**src/rtl/alu_result_serializer.sv**
```systemverilog
// Buffers 8-bit ALU results in a small FIFO and streams each one MSB-first on a
// cs_n/sclk/dout serial link. Optional even-parity bit: define ALU_SER_PARITY_EN.
module alu_result_serializer #(
  parameter int DEPTH   = 4,
  parameter int CLK_DIV = 2
) (
  input  logic                     clk,
  input  logic                     rst_n,
  input  logic [7:0]               res_data,
  input  logic                     res_valid,
  output logic                     res_ready,
  output logic                     ser_cs_n,
  output logic                     ser_sclk,
  output logic                     ser_dout,
  output logic                     busy,
  output logic [$clog2(DEPTH):0]   fifo_level
);

  localparam int AW = $clog2(DEPTH);
  localparam int LW = AW + 1;
  localparam int DW = (CLK_DIV > 1) ? $clog2(CLK_DIV) : 1;
`ifdef ALU_SER_PARITY_EN
  localparam int NBITS = 9;
`else
  localparam int NBITS = 8;
`endif

  typedef enum logic [1:0] {ST_IDLE, ST_SHIFT, ST_GAP} state_e;

  // Handshake: a word transfers on a rising edge where res_valid and res_ready
  // are both high; res_ready depends only on the stored level.
  logic [7:0]       mem_q [DEPTH];
  logic [AW-1:0]    wr_ptr_q, wr_ptr_d;
  logic [AW-1:0]    rd_ptr_q, rd_ptr_d;
  logic [LW-1:0]    level_q, level_d;
  state_e           state_q, state_d;
  logic [NBITS-1:0] shreg_q, shreg_d;
  logic [3:0]       bitcnt_q, bitcnt_d;
  logic [DW-1:0]    divcnt_q, divcnt_d;
  logic             cs_n_q, cs_n_d;
  logic             sclk_q, sclk_d;
  logic             dout_q, dout_d;
  logic             push, pop;
  logic [7:0]       head;

  assign res_ready  = (level_q != LW'(DEPTH));
  assign push       = res_valid & res_ready;
  assign head       = mem_q[rd_ptr_q];
  assign busy       = (state_q != ST_IDLE) | (level_q != '0);
  assign fifo_level = level_q;
  assign ser_cs_n   = cs_n_q;
  assign ser_sclk   = sclk_q;
  assign ser_dout   = dout_q;

  always_comb begin
    state_d  = state_q;
    shreg_d  = shreg_q;
    bitcnt_d = bitcnt_q;
    divcnt_d = divcnt_q;
    cs_n_d   = cs_n_q;
    sclk_d   = sclk_q;
    dout_d   = dout_q;
    pop      = 1'b0;
    case (state_q)
      ST_IDLE, ST_GAP: begin
        // GAP may start the next frame directly so frames are spaced by one clk.
        if (level_q != '0) begin
          pop      = 1'b1;
`ifdef ALU_SER_PARITY_EN
          shreg_d  = {head, ^head};
`else
          shreg_d  = head;
`endif
          cs_n_d   = 1'b0;
          sclk_d   = 1'b0;
          dout_d   = head[7];
          bitcnt_d = '0;
          divcnt_d = '0;
          state_d  = ST_SHIFT;
        end else begin
          state_d  = ST_IDLE;
        end
      end
      ST_SHIFT: begin
        divcnt_d = divcnt_q + DW'(1);
        if (divcnt_q == DW'(CLK_DIV - 1)) begin
          divcnt_d = '0;
          if (!sclk_q) begin
            sclk_d = 1'b1;
          end else if (bitcnt_q == 4'(NBITS - 1)) begin
            cs_n_d  = 1'b1;
            sclk_d  = 1'b0;
            dout_d  = 1'b0;
            state_d = ST_GAP;
          end else begin
            sclk_d   = 1'b0;
            shreg_d  = shreg_q << 1;
            dout_d   = shreg_q[NBITS-2];
            bitcnt_d = bitcnt_q + 4'd1;
          end
        end
      end
      default: state_d = ST_IDLE;
    endcase
  end

  always_comb begin
    wr_ptr_d = push ? wr_ptr_q + AW'(1) : wr_ptr_q;
    rd_ptr_d = pop  ? rd_ptr_q + AW'(1) : rd_ptr_q;
    level_d  = level_q;
    case ({push, pop})
      2'b10:   level_d = level_q + LW'(1);
      2'b01:   level_d = level_q - LW'(1);
      default: level_d = level_q;
    endcase
  end

  always_ff @(posedge clk or negedge rst_n) begin
    if (!rst_n) begin
      state_q  <= ST_IDLE;
      wr_ptr_q <= '0;
      rd_ptr_q <= '0;
      level_q  <= '0;
      shreg_q  <= '0;
      bitcnt_q <= '0;
      divcnt_q <= '0;
      cs_n_q   <= 1'b1;
      sclk_q   <= 1'b0;
      dout_q   <= 1'b0;
    end else begin
      state_q  <= state_d;
      wr_ptr_q <= wr_ptr_d;
      rd_ptr_q <= rd_ptr_d;
      level_q  <= level_d;
      shreg_q  <= shreg_d;
      bitcnt_q <= bitcnt_d;
      divcnt_q <= divcnt_d;
      cs_n_q   <= cs_n_d;
      sclk_q   <= sclk_d;
      dout_q   <= dout_d;
    end
  end

  // Storage needs no reset: the level counter decides which entries are live.
  always_ff @(posedge clk) begin
    if (push) mem_q[wr_ptr_q] <= res_data;
  end

endmodule

```
**config.mk**
```make
export PLATFORM = sky130hd
export DESIGN_NAME = alu_result_serializer
export DESIGN_NICKNAME = d
export VERILOG_FILES = /design/src/rtl/alu_result_serializer.sv
export SDC_FILE = /design/constraint.sdc
export NUM_CORES = 1
export LEC_CHECK = 0
export BUFFER_PORTS_ARGS = -buffer_cell sky130_fd_sc_hd__buf_2
export CAP_MARGIN = 20
export CORE_UTILIZATION = 45
export DETAILED_ROUTE_END_ITERATION = 10
export HOLD_SLACK_MARGIN = 0.05
export RECOVER_POWER = 25
export SKIP_CTS_REPAIR_TIMING = 1
export SLEW_MARGIN = 20
export SYNTH_ARGS = -nofsm -noshare
export SYNTH_HDL_FRONTEND = slang
export SYNTH_SLANG_ARGS = --single-unit
```
**constraint.sdc**
```tcl
create_clock -name clk -period 5.95 [get_ports clk]
set_clock_uncertainty 0.15 [all_clocks]
set_input_delay 0.8925 -clock clk [delete_from_list [all_inputs] [get_ports clk]]
set_output_delay 0.8925 -clock clk [all_outputs]
set_load 0.1 [all_outputs]
```
==> impl_metrics.yaml <==
route:
  drt_iter0_drc: 49
  routed_wl_mm: 4.02
  firstDrtPassIters: 4
  vias_per_cell: 5.36
  ant_nets: 0
  drc_errors: 0
  vias: 1356
  wl_per_cell_um: 15.9
timing:
  fmaxAchievable_ghz: 0.389
  fin_crit_sh_pct: 43.2
  max_slew_margin_pct: 37.9
  hold_ws_ns: 0.356
  finalSetupViolCount: 0
  worst_pin_slew_ns: 0.928
  period_minus_slack_ns: 2.57
  finalHoldViolCount: 0
  maxSlewViolCount: 0
  rsz0062_at_grt: "false"
  tns_ns: 0
worst_setup_path:
  r2r_cells: 9
  cp-start-kind: "flop"
  critPathCaptureType: "output port"
  critical_path_class: "flop to output port"
  crit_fanout: 4
  required_ns: 4.91
  worst_ep_arrival_time_ns: 1.53
floorplan:
  rows: 25
  fp.dieW_um: 74.2
  top_level_ports: 19
  die_h_um: 74.2
  core_um2: 4880
  die_area_um2: 5510
  initial_utilization_pct: 48.1
grt:
  grt_pass1_vias: 1388
  grt_max_degree: 25
  grt_pass1_wl_mm: 6.61
  antenna_found_initial: 0
  grt_usage_pct: 16.7
  grt_remaining_overflow: 0
synthesis:
  yosys_warnings: 0
  ys_ff_latch: 56
  synth.distinct_cells: 33
  syn_area_per_cell_um2: 14.1
  syn_inst: 167
  syn-num-nets: 185
  syn_area_um2: 2350
  synth_seq_area_share_pct: 66.5
run:
  maxCapViolCount: 0
clock_tree:
  cts_tree: "done"
  clk_latency_ns: 0.31
  clockBufferDepth: 2
  path_clk_slew_ns: 0.10
  h-tree-depth: 2
  cts_inserted_buffers: 5
  cts.sinks: 56
  ctsRootBufferMaster: "clkbuf_8"
finish:
  multi_input_area_um2: 726
  fillCellCount: 437
  drive_gt1_share_pct: 15.6
  n_antenna_cell: 0
  nNetsFinal: 203
  final_common_cell: "edfxtp_1"
  syn_to_final_growth_pct: 9.43
  regArea_um2: 1560
  layout_common_cells: "edfxtp_1 (32), dfrtp_1 (23), nand2_1 (18)"
  fin_area_um2: 2570
outcome:
  status: "completed"
placement:
  gp_congestion: 0.758
  placed_area_um2: 2490
  io_buffers: 18
  dp_hpwl_mm: 2.86
hold_path:
  hold_depth: 2
  min_path_type: "flop to flop"
## synth_stat cells, drive strengths merged
cell type	instances	area, um^2
ha	6	75.1
o2bb2ai	1	8.76
nand3b	1	7.51
a2bb2oi	1	8.76
and2	1	6.26
dfstp	1	26.3
nor2	12	45.0
clkbuf	3	11.3
or4	1	7.51
nand3	7	35.0
a22o	1	8.76
o21ai	5	25.0
inv	7	26.3
fa	1	20.0
or2b	1	7.51
o211ai	1	7.51
buf	4	22.5
mux4	8	180
dfrtp	23	576
xnor2	4	35.0
nor3	2	10.0
nand2	18	67.6
and3	4	25.0
or2	1	6.26
a21oi	13	65.1
mux2i	2	20.0
and4b	1	10.0
o31a	1	8.76
nor2b	1	6.26
edfxtp	32	961
mux2	1	11.3
xor2	2	17.5
## final cells by class
type,count,share of cell area [%]
tap,67,3.26
multi-input combinational,97,28.2
clock inverter,3,0.876
clock buffer,5,2.68
inverter,7,1.02
sequential,56,60.8
timing repair buffer,18,3.12
## sequential cells by signal, summed over array words and instances, names as in the netlist
name        flops
bitcnt_q        4
divcnt_q        1
fifo_level      3
mem_q          32
rd_ptr_q        2
ser_cs_n        1
ser_dout        1
ser_sclk        1
shreg_q         7
state_q         2
wr_ptr_q        2
## stage by stage
stage | instances | setup WS (ns) | util, %
6_report | 253 | 3.38 | 52.7
5_1_grt | 253 | 3.26 | 52.7
2_1_floorplan | 167 | 2.17 | -
3_5_place_dp | 245 | 3.37 | 51.0
4_1_cts | 253 | 3.38 | 52.9
3_3_place_gp | 245 | 3.51 | 51.0
## final timing paths
check                              start       endpoint  slack (ns)
setup / recovery           fifo_level[0]           busy        3.38
hold / removal                  ser_cs_n       ser_cs_n        0.36
setup reg to reg           fifo_level[2]  fifo_level[2]        3.52
hold reg to reg                 ser_cs_n       ser_cs_n        0.36
min in group asynchronous          rst_n     shreg_q[2]        0.41
max in group asynchronous          rst_n       ser_cs_n        4.87
## critical path: stages (launching register included)
cell and delay, ns:
dfrtp_1 0.43, nor3_1 0.41, nand2_1 0.08, buf_2 0.30
## cell families (layout without fill, tap and decap cells)
family | after synthesis | in the layout | synth area share (%)
adder cells (fa/ha/maj) | 7 | 7 | 4.05
buffers and inverters | 14 | 33 | 2.56
AND/OR/NAND/NOR | 50 | 50 | 9.96
XOR/XNOR | 6 | 6 | 2.24
AO/OA/AOI/OAI | 23 | 23 | 5.65
flip-flops | 56 | 56 | 66.5
multiplexers | 11 | 11 | 9.00
## metal layers
layer  vias to the layer above  part of all wire, %  track usage (%)
met4                         0                  1.3             6.50
met1                       688                   46             22.5
li1                        636                    -                -
met2                        25                   49             26.5
met3                         7                  3.4             4.07
met5                         -                    0                0
Power is left out: the tool's default activity adds up to more than one toggle a clock period on the data nets, which glitch-free logic cannot reach.
